`config.mk`:
```
export PLATFORM = sky130hd
export DESIGN_NAME = border_anim_sequencer
export DESIGN_NICKNAME = d
export VERILOG_FILES = /design/src/rtl/border_anim_pkg.sv /design/src/rtl/border_anim_sequencer_button_debouncer.sv /design/src/rtl/border_anim_sequencer.sv
export SDC_FILE = /design/constraint.sdc
export NUM_CORES = 1
export LEC_CHECK = 0
export ABC_AREA = 0
export CAP_MARGIN = 15
export CORE_UTILIZATION = 40
export DETAILED_ROUTE_END_ITERATION = 8
export SETUP_SLACK_MARGIN = 0.5
export SYNTH_ARGS = -nofsm -noshare
export SYNTH_HDL_FRONTEND = slang
export SYNTH_SLANG_ARGS = --single-unit
```
`constraint.sdc`:
```
create_clock -name clock25mhz -period 2.2 [get_ports clock25mhz]
set_input_delay 0.44 -clock clock25mhz [delete_from_list [all_inputs] [get_ports clock25mhz]]
set_output_delay 0.44 -clock clock25mhz [all_outputs]
set_load 0.01 [all_outputs]
```
`src/rtl/border_anim_pkg.sv`:
```
// Shared definitions for the border animation sequencer and renderer.
// Ring codes and sequencer FSM states.
package border_anim_pkg;

    localparam logic [3:0] BORDER_BLANK = 4'd0;
    localparam logic [3:0] BORDER_RING1 = 4'd1;
    localparam logic [3:0] BORDER_RING2 = 4'd2;
    localparam logic [3:0] BORDER_RING3 = 4'd3;

    typedef enum logic [1:0] {
        IDLE,
        STEP1,
        STEP2,
        HOLD
    } seq_state_e;

    function automatic logic [3:0] ring_code(seq_state_e s);
        logic [3:0] code;
        code = BORDER_BLANK;
        unique case (s)
            IDLE:  code = BORDER_BLANK;
            STEP1: code = BORDER_RING1;
            STEP2: code = BORDER_RING2;
            HOLD:  code = BORDER_RING3;
        endcase
        return code;
    endfunction

endpackage

```
`src/rtl/border_anim_sequencer_button_debouncer.sv`:
```
// Level debouncer: accepts a new level after DEBOUNCE_CYCLES
// consecutive cycles of disagreement; any agreement restarts the count.
module button_debouncer #(
    parameter int DEBOUNCE_CYCLES = 250000
) (
    input  logic clock25mhz,
    input  logic reset_n,
    input  logic raw,
    output logic stable
);
    import border_anim_pkg::*;

    localparam int CW = $clog2(DEBOUNCE_CYCLES + 1);

    logic [CW-1:0] cnt_q, cnt_d;
    logic          stable_q, stable_d;

    // Count disagreeing cycles; flip the level on the last one.
    always_comb begin
        cnt_d    = '0;
        stable_d = stable_q;
        if (raw != stable_q) begin
            if (cnt_q == CW'(DEBOUNCE_CYCLES - 1)) begin
                stable_d = raw;
            end else begin
                cnt_d = cnt_q + CW'(1);
            end
        end
    end

    // Counter and accepted level registers.
    always_ff @(posedge clock25mhz or negedge reset_n) begin
        if (!reset_n) begin
            cnt_q    <= '0;
            stable_q <= 1'b0;
        end else begin
            cnt_q    <= cnt_d;
            stable_q <= stable_d;
        end
    end

    assign stable = stable_q;

endmodule

```
`src/rtl/border_anim_sequencer.sv`:
```
// Border animation sequencer: press starts a 1->2->3 ring build-up.
// Define BORDER_SEQ_LOOP_EN to make HOLD time out back to STEP1.
module border_anim_sequencer #(
    parameter int DEBOUNCE_CYCLES = 250000,
    parameter int STEP_CYCLES     = 25000000
) (
    input  logic       clock25mhz,
    input  logic       reset_n,
    input  logic       btn_start,
    input  logic       clear,
    output logic [3:0] state,
    output logic       busy,
    output logic       done
);
    import border_anim_pkg::*;

    localparam int TW = $clog2(STEP_CYCLES);

    logic          btn_s1_q, btn_s2_q;
    logic          clr_s1_q, clr_s2_q;
    logic          btn_stable;
    logic          stable_d1_q;
    logic          press_q, press_d;
    seq_state_e    st_q, st_d;
    logic [TW-1:0] timer_q, timer_d;
    logic          timer_last;
    logic [3:0]    state_q;
    logic          busy_q, done_q;

    // Two-flop synchronisers for both asynchronous inputs.
    always_ff @(posedge clock25mhz or negedge reset_n) begin
        if (!reset_n) begin
            btn_s1_q <= 1'b0;
            btn_s2_q <= 1'b0;
            clr_s1_q <= 1'b0;
            clr_s2_q <= 1'b0;
        end else begin
            btn_s1_q <= btn_start;
            btn_s2_q <= btn_s1_q;
            clr_s1_q <= clear;
            clr_s2_q <= clr_s1_q;
        end
    end

    button_debouncer #(
        .DEBOUNCE_CYCLES(DEBOUNCE_CYCLES)
    ) u_btn_db (
        .clock25mhz(clock25mhz),
        .reset_n   (reset_n),
        .raw       (btn_s2_q),
        .stable    (btn_stable)
    );

    assign press_d    = btn_stable & ~stable_d1_q;
    assign timer_last = (timer_q == TW'(STEP_CYCLES - 1));

    // Next state and timer; clear overrides press and expiry.
    always_comb begin
        st_d    = st_q;
        timer_d = timer_q;
        if (clr_s2_q) begin
            st_d    = IDLE;
            timer_d = '0;
        end else begin
            unique case (st_q)
                IDLE: begin
                    timer_d = '0;
                    if (press_q) st_d = STEP1;
                end
                STEP1: begin
                    if (timer_last) begin
                        st_d    = STEP2;
                        timer_d = '0;
                    end else begin
                        timer_d = timer_q + TW'(1);
                    end
                end
                STEP2: begin
                    if (timer_last) begin
                        st_d    = HOLD;
                        timer_d = '0;
                    end else begin
                        timer_d = timer_q + TW'(1);
                    end
                end
                HOLD: begin
`ifdef BORDER_SEQ_LOOP_EN
                    if (timer_last) begin
                        st_d    = STEP1;
                        timer_d = '0;
                    end else begin
                        timer_d = timer_q + TW'(1);
                    end
`else
                    timer_d = '0;
`endif
                end
            endcase
        end
    end

    // Edge detect, FSM state and registered outputs.
    always_ff @(posedge clock25mhz or negedge reset_n) begin
        if (!reset_n) begin
            stable_d1_q <= 1'b0;
            press_q     <= 1'b0;
            st_q        <= IDLE;
            timer_q     <= '0;
            state_q     <= BORDER_BLANK;
            busy_q      <= 1'b0;
            done_q      <= 1'b0;
        end else begin
            stable_d1_q <= btn_stable;
            press_q     <= press_d;
            st_q        <= st_d;
            timer_q     <= timer_d;
            state_q     <= ring_code(st_d);
            busy_q      <= (st_d == STEP1) || (st_d == STEP2);
            done_q      <= (st_d == HOLD) && (st_q != HOLD);
        end
    end

    assign state = state_q;
    assign busy  = busy_q;
    assign done  = done_q;

endmodule

```
Word-level counts from Yosys, hierarchy flattened
Cells that the tools add are included.
W data, S select, Z words.
{ "classes": {"n_addsub": 2, "n_bitwise": 2, "n_eq_ne": 10, "mux": 11, "n_reduce_logical": 7} }
{ "ops": {"columns": ["operator", "n"], "rows": [
  ["$mux W25", 2],
  ["$pmux W25 S2", 1],
  ["$mux W18", 2],
  ["$add A25 B1 Y25 const B", 1],
  ["$eq A25 B25 Y1 const B", 1],
  ["$add A18 B1 Y18 const B", 1],
  ["$eq A18 B18 Y1 const B", 1],
  ["$pmux W4 S4", 1],
  ["$eq A2 B2 Y1 const B", 4],
  ["$mux W2", 4],
  ["$pmux W2 S3", 1],
  ["$eq A2 B1 Y1 const B", 2],
  ["$logic_not A2 Y1", 2],
  ["$reduce_or A2 Y1", 2],
  ["$ne A2 B2 Y1 const B", 1],
  ["$reduce_and A2 Y1", 1],
  ["$and A1 B1 Y1", 1],
  ["$logic_and A1 B1 Y1", 1],
  ["$logic_or A1 B1 Y1", 1],
  ["$ne A1 B1 Y1", 1],
  ["$not A1 Y1", 1]
]} }
{ "word_totals": {"reg_bits": 58, "out_inout_bits": 6} }

Depth between registers and ports, before layout
Gate-level depths: netlist of run 1.
{ "depth": {"ltp_word": 6, "depth_mapped": 9} }

Hierarchy
A second synthesis of run 1 with hierarchy kept.
{ "hier_totals": {"hier_cells": 273, "area_unflattened_um2": 2842.7} }
{ "modules_own_cells": {"columns": ["mod", "cells_each", "n_inst", "area_each_um2"], "rows": [
  ["border_anim_sequencer", 176, 1, 1863.0],
  ["button_debouncer", 97, 1, 979.7]
]} }

Least setup slack after synthesis of run 1
Ideal clock, no wire load.
{ "synth_timing": {"kind": "reg2reg", "startpoint": "register timer_q[0]", "endpoint": "register done_q (netlist: done)", "setup_ns": 0.073, "period_less_slack_ns": 1.960, "slack_ns": 0.240, "path_stages_with_launch": 9, "arrival_time_ns": 1.887, "required_time_ns": 2.127, "cell_sequence": "dfrtp_1 -> ha_1 -> and2_1 -> clkbuf_1 -> and4_1 -> nand3_1 -> a221oi_1 -> ha_1 -> nor2b_1"} }
{ "synth_between": {"elab_chain_cells": 6, "word_cells_on_any_way": 7} }
{ "synth_lines": {"columns": ["element", "line_no", "text"], "rows": [
  ["start, declared", "border_anim_sequencer.sv:25", "logic [TW-1:0] timer_q, timer_d;"],
  ["start signal, assigned", "border_anim_sequencer.sv:116", "timer_q <= timer_d;"],
  ["$eq A25 B25 Y1 (*)", "border_anim_sequencer.sv:55", "assign timer_last = (timer_q == TW'(STEP_CYCLES - 1));"],
  ["$mux W2 (on tied branches)", "border_anim_sequencer.sv:79, border_anim_sequencer.sv:71", null],
  ["$pmux W2 S3 (*)", "border_anim_sequencer.sv:65", "unique case (st_q)"],
  ["$mux W2 (*)", "border_anim_sequencer.sv:61", "if (clr_s2_q) begin"],
  ["via st_d[1]", "border_anim_sequencer.sv:24", "seq_state_e st_q, st_d;"],
  ["$eq A2 B2 Y1 (*)", "border_anim_sequencer.sv:119", "done_q <= (st_d == HOLD) && (st_q != HOLD);"],
  ["$logic_and A1 B1 Y1 (*)", "border_anim_sequencer.sv:119", null],
  ["end signal, assigned", "border_anim_sequencer.sv:119", null],
  ["end, declared", "border_anim_sequencer.sv:28", "logic busy_q, done_q;"]
]} }
The timed path passes the listed nets; every way through them passes the cells marked *.
A chain may end at the register's enable or synchronous reset.

Worst setup path after layout of run 1
{ "layout_timing": {"startpoint": "register timer_q[17]", "endpoint": "register timer_q[21]"} }
{ "layout_between": {"elab_chain_cells": 4, "word_cells_on_any_way": 5} }
{ "layout_lines": {"columns": ["element", "line_no"], "rows": [
  ["$add A25 B1 Y25 / $eq A25 B25 Y1 (equally long branches)", "border_anim_sequencer.sv:75, border_anim_sequencer.sv:83, border_anim_sequencer.sv:55"],
  ["$mux W25 (*)", "border_anim_sequencer.sv:71, border_anim_sequencer.sv:79"],
  ["$pmux W25 S2 (*)", "border_anim_sequencer.sv:65"],
  ["$mux W25 (*)", "border_anim_sequencer.sv:61"],
  ["via timer_d[21]", "border_anim_sequencer.sv:25"]
]} }
Marked as above.

==> results of run 1 <==
-- cell families (layout without fill, tap and decap cells) --
logic type / after synthesis / count (layout) / share of synthesized area (%)
compound gates: 45 / 45 / 10.3
other cells: 1 / 2 / 0.135
buf+inv: 18 / 54 / 3.34
simple gates: 123 / 124 / 24.5
xor+xnor: 24 / 24 / 7.59
mux: 1 / 1 / 0.406
flops: 55 / 55 / 49.7
fa+ha+maj: 9 / 9 / 4.07
-- final cells by class --
class                   instances  area, sq um  share of cell area, %
flip-flops and latches         55         1390                   40.5
clock buffers                   6         82.6                   2.41
inverters                       7         26.3                  0.766
repair buffers                 39          324                   9.45
clock inverters                 2         16.3                  0.474
well taps                      77         96.3                   2.81
multi-input cells             205         1490                   43.6
-- cell usage in the layout, fill, tap and decap left out, types with 2 or more instances in the layout --
master,instances
or4_1,11
nor4_2,2
and4_4,4
o21ai_1,3
nand2_1,15
xnor2_1,5
clkdlybuf4s50_1,5
clkbuf_8,6
nand3_2,7
xor2_1,19
nor2b_1,3
dfrtp_1,45
dfrtp_2,10
nor2_1,31
inv_2,2
inv_1,5
or3_1,6
nand4_1,12
o21ai_0,5
and3_2,2
buf_6,2
o31ai_1,11
nor4_1,3
ha_1,3
and4_1,3
buf_4,29
a21oi_2,3
conb_1,2
a21oi_1,15
or4_4,2
ha_2,5
nand3_1,14
-- sequential cells by signal, summed over array words and instances (netlist names) --
register / count
btn_s1_q: 1
btn_s2_q: 1
busy: 1
clr_s1_q: 1
clr_s2_q: 1
done: 1
press_q: 1
st_q: 1
stable_d1_q: 1
state: 2
timer_q: 25
u_btn_db.cnt_q: 18
u_btn_db.stable: 1
-- synth_stat cells (all sizes together) (2+ instances only) --
library cell / instances / area [sq um]
inv: 7 / 26.3
clkbuf: 4 / 15.0
buf: 7 / 51.3
nand2: 15 / 56.3
xnor2: 5 / 43.8
a21oi: 18 / 90.1
or3: 6 / 37.5
xor2: 19 / 166
nand3: 22 / 115
ha: 9 / 113
and4: 7 / 61.3
or4: 12 / 93.8
and2: 2 / 12.5
nor2b: 4 / 25.0
o31ai: 11 / 82.6
nor2: 31 / 116
dfrtp: 55 / 1380
nand4: 12 / 75.1
and3: 3 / 20.0
o21ai: 9 / 45.0
nor4: 6 / 37.5
-- power breakdown --
part           internal (mW)  switching [mW]  leakage [nW]
logic                 0.0184          0.0344         0.569
registers               1.02         0.00731         0.740
clock network          0.258           0.340        0.0474
total                   1.29           0.382          1.36
-- timing repair --
action	CTS	global route
cloned	2	0
pin swaps	14	6
endpoints found under the setup margin	47	47
resized for setup	23	30
setup buffers	12	13
-- worst max path at each step --
stage / startpoint / to / slack [ns]
final: timer_q[17] / timer_q[21] / 0.33
after detailed placement: timer_q[0] / done / 0.22
after global placement: timer_q[6] / done / 0.26
after global routing: timer_q[17] / timer_q[21] / 0.23
after floorplan: timer_q[0] / busy / 0.40
after CTS: timer_q[6] / busy / 0.37
-- routing by layer --
metal | wire (um) | vias to the layer above | global-route usage, %
met1 | 2820 | 1105 | 23.6
met2 | 2940 | 18 | 28.2
met3 | 107 | 6 | 3.21
met4 | 46 | 0 | 4.47
li1 | - | 1087 | -
met5 | 0 | - | 0
==> run metrics, run 1 <==
ANT nets after route=0; FILL cells=~580; count of antenna diodes in the layout=0; Largest delay share family, worst path=simple AND/OR/NAND/NOR gates; wire per inst=15.1 um; Chip Height=roughly 85 um; core area=between 6000 and 7000 sq um; final worst path period share=between 80% and 90%; RSZ-0062 raised after global routing=yes; worst reg2reg path endpoint=timer_q[21]; initial antenna violation count=0; vias in the first global route=2132; clock transition at the registers of the reported paths=around 0.1 ns; skew final=0.0129 ns; Synth Flop Type=dfrtp_1; Setup WS post-layout=roughly 0.33 ns; overall routing resource usage=approximately 17%; CP required=approximately 2.4 ns; Post-Place Setup Slack=0.221 ns; Yosys cell types=39; count of pins over their slew limit=0; largest net degree at the start of global routing=between 50 and 60; IO Port Bufs=7; Setup CP Type=flip-flop to flip-flop; synthesized cell area=2770 sq um; DP Wirelength=3540 um; VDD IR max=slightly below 300 uV; reg2reg path depth=4; Hold Vio Cnt, Final=0; crit path cell chain=nand3_2 -> or4_4 -> or4_1 -> a21oi_1; r2r startpoint=timer_q[17]; vias per cell=between 5 and 6; initial core utilization=a little over two fifths; CP peak stage delay=roughly 0.6 ns; Tot Pwr=around 1.7 mW; Hold WS=approximately 0.12 ns; clk sinks=55; synthesized flop and latch total=between 50 and 60; worst-skew pair later-pin latency=roughly 0.31 ns; # DRC=0; Syn Area/Cell=about 10 sq um; chip width=85.2 um; CTS tree=built; number of synthesized flops with an enable pin=0; fraction of registers with async set/reset=100%; die footprint=a little over 7000 sq um; cell count along the critical path=4; Sum Neg Setup Slack=0 ns; Num CTS Buffers=5; DP Cell Count=between 300 and 400; Finished Cell Area=3430 sq um; CP startpoint kind=flip-flop; Pwr per Cell Area=approximately 490 nW/um^2; Layout Nets=around 330; sequential area share after synthesis=approximately 50%; minimum clock period after layout=1.87 ns; worst endpoint data arrival time=between 2 and 2.5 ns; yosys warns=0; synthesized instance count=276; Setup crit end kind=flip-flop; Finished Core Util=a little over half; cell with the largest stage delay on the worst path=or4_4; FF-to-FF setup slack=around 0.33 ns; 1st-iter DRT viols=~120; min-delay worst type=primary input to async pin; # setup viols final=0; non-filler instance count after layout=roughly 390; DR vias=around 2200; LEAKAGE=roughly 1.4 nW; Fmax=536 MHz; CTS max path bufs=2; max_cap viols=0; # hold bufs at CTS=0; area grow syn2layout=23.8%; gpl congestion=between 0.7 and 0.8; # rows=29; CTS Root Cell=clkbuf_8; GRT Residual Overflow=0; layout cell share with drive strength beyond 1=28.3%; CP max FO=6; drt first pass iters=4; Ports=10; status=finished clean; Routed WL=5910 um; DP Area=roughly 3000 sq um; WP buf/inv=0; H-tree depth=2; first-pass GRT wire length=10100 um
Note: power is estimated with default switching activity, not from simulation.
==> run 2, diff against run 1 <==
- clock period: 2.2 -> 1.64 ns (I/O delays scaled with it)
==> run 2 against run 1 <==
Effect of this change: flip-flop and latch count did not move; combinational power rose by 74%; the flow now finishes with violations (negative setup slack); critical endpoint is now timer_q[23]; global-route usage rose by 4.3 points; critical path depth did not move; design area rose by 20%; clock skew fell by 0.0056 ns; final cell count rose by 14%; routed wire length rose by 22%; utilization rose by 10 points.
==> run metrics, run 2 (synthesized netlist as in run 1, its figures left out) <==
# DRC=0 (unchanged); Setup CP Type=flip-flop to flip-flop (unchanged); Clock power frac=42.1% (was 35.7%); first-pass GRT wire length=12100 um (was 10100 um); CTS tree=built (unchanged); initial antenna violation count=0 (unchanged); skew final=0.00724 ns (was 0.0129 ns); status=complete, but fails checks (was finished clean); final worst path period share=112% (was 84.8%); vias in the first global route=2525 (was 2132); DP Area=3400 sq um (was 2960 sq um); Layout Nets=380 (was 326); Finished Core Util=62.8% (was 52.5%); DR vias=2465 (was 2216); 1st-iter DRT viols=102 (was 119); # setup viols final=27 (was 0); Setup WS post-layout=-0.196 ns (was 0.335 ns); hold path start=btn_s1_q; Post-Place Setup Slack=-0.243 ns (was 0.221 ns); overall routing resource usage=21.5% (was 17.2%); Int Pwr=2.01 mW (was 1.29 mW); wire per inst=16.2 um (was 15.1 um); sequential power share=54.3% (was 61.2%); LEAKAGE=1.70 nW (was 1.36 nW); CP startpoint kind=flip-flop (unchanged); CP max FO=5 (was 6); # rows=29 (unchanged); Comb pwr share=3.6% (was 3.1%); failing checks=negative setup slack; Chip Height=85.2 um (unchanged); GRT Residual Overflow=0 (unchanged); minimum clock period after layout=1.84 ns (was 1.87 ns); Sw Pwr=0.529 mW (was 0.382 mW); Num CTS Buffers=5 (unchanged); r2r startpoint=timer_q[17] (unchanged); crit path cell chain=nand3_2 -> or4_4 -> or4_1 -> a21oi_1 (unchanged); Top reg by flops=timer_q (unchanged); count of pins over their slew limit=0 (unchanged); gpl congestion=0.859 (was 0.740); CP Launch Point=timer_q[17] (unchanged); initial core utilization=42.4% (unchanged); DP Wirelength=4630 um (was 3540 um); Finished Cell Area=4100 sq um (was 3430 sq um); CTS max path bufs=2 (unchanged); Tot Pwr=2.54 mW (was 1.68 mW); CTS Root Cell=clkbuf_8 (unchanged); Sum Neg Setup Slack=-2.01 ns (was 0 ns); worst endpoint data arrival time=2.08 ns (was 2.10 ns); Setup crit end kind=flip-flop (unchanged); Routed WL=7230 um (was 5910 um); die footprint=7260 sq um (unchanged); clk sinks=55 (unchanged); layout cell share with drive strength beyond 1=48.1% (was 28.3%); VDD IR max=458 uV (was 293 uV); most frequent cells in the layout=buf_4, dfrtp_1, xor2_1 (was dfrtp_1, nor2_1, buf_4); non-filler instance count after layout=445 (was 391); drt first pass iters=4 (unchanged); cell with the largest stage delay on the worst path=or4_4 (unchanged); count of antenna diodes in the layout=0 (unchanged); RSZ-0062 raised after global routing=yes (unchanged); Hold Vio Cnt, Final=0 (unchanged); worst-skew pair later-pin latency=0.31 ns (about the same); IO Port Bufs=7 (unchanged); DP Cell Count=413 (was 356); vias per cell=5.54 (was 5.67); Hold WS=0.363 ns (was 0.122 ns); Ports=10 (unchanged); CP peak stage delay=0.60 ns (was 0.59 ns); ANT nets after route=0 (unchanged); largest net degree at the start of global routing=22 (was 56); max reg flops=25 (unchanged); Pwr per Cell Area=619 nW/um^2 (was 489 nW/um^2); CP required=1.89 ns (was 2.44 ns); area grow syn2layout=48.1% (was 23.8%); Largest delay share family, worst path=simple AND/OR/NAND/NOR gates (unchanged); core area=6530 sq um (unchanged); chip width=85.2 um (unchanged); H-tree depth=2 (unchanged); most common cell after layout, fill and taps aside=buf_4 (was dfrtp_1); clock transition at the registers of the reported paths=0.10 ns (about the same); Switching Share=20.8% (was 22.8%); max_cap viols=0 (unchanged); min-delay worst type=flip-flop to flip-flop (was primary input to async pin); WP buf/inv=0 (unchanged); Fmax=545 MHz (was 536 MHz)
==> run 2: cell types whose count changed in the layout (fill, tap and decap cells not counted), moves of 4 or more <==
cell,delta
dfrtp_2,-10
dfrtp_1,+10
nor2_1,-20
a21oi_1,-12
nor2_2,+13
or3_1,-4
buf_4,+43
a21oi_2,+12
buf_6,+10
or3_4,+4
nor2_4,+7
==> run 2: what timing repair did <==
action	in CTS	in global routing
setup buffers	18	2
endpoints found under the setup margin	53	53
hold buffers	1	0
resized for setup	85	33
hold endpoints to repair	15	0
pin swaps	28	7
cloned	3	0
==> run 2: worst reg2reg max path, stage by stage, from the launching register on <==
cell and delay, ns:
dfrtp_1 0.43, nand3_2 0.13, or4_4 0.60, or4_1 0.48, a21oi_1 0.14
==> run 2: layer usage <==
metal  vias up  global-route usage (%)  part of all wire (%)
met2        50                    35.7                    49
met5         -                       0                     0
li1       1185                       -                     -
met4         0                    7.09                   2.3
met3        15                    4.38                   3.6
met1      1215                    28.3                    45
==> run 2: path summary, 6_finish.rpt <==
path / cells past startpoint / endpoint / slack (ns)
max in group asynchronous: 3 / timer_q[5] / 0.65
min: 0 / btn_s2_q / 0.36
min reg2reg: 0 / btn_s2_q / 0.36
max: 4 / timer_q[23] / -0.20
min in group asynchronous: 2 / timer_q[21] / 0.46
max reg2reg: 4 / timer_q[23] / -0.20
==> run 2: power groups by stage <==
stage | sequential, mW | combinational, mW | clock [mW]
final | 1.38 | 0.0917 | 1.07
after global routing | 1.38 | 0.103 | 1.15
after CTS | 1.38 | 0.0913 | 1.10
after detailed placement | 1.40 | 0.0773 | 0
after global placement | 1.40 | 0.0746 | 0
after floorplan | 1.40 | 0.0260 | 0
==> run 2: layout make-up <==
class / instances / area [sq um]
sequential: 55 / 1380
tap: 77 / 96.3
multi-input combinational: 205 / 1700
clock inverter: 3 / 67.6
timing repair buffer: 93 / 766
clock buffer: 5 / 68.8
inverter: 7 / 26.3
fill: 521 / 2430
==> run 3, diff against run 2 <==
- HOLD_SLACK_MARGIN: not set -> 0.06
==> results of run 3 <==
No change in the layout: final DEF, timing and power equal those of run 2.
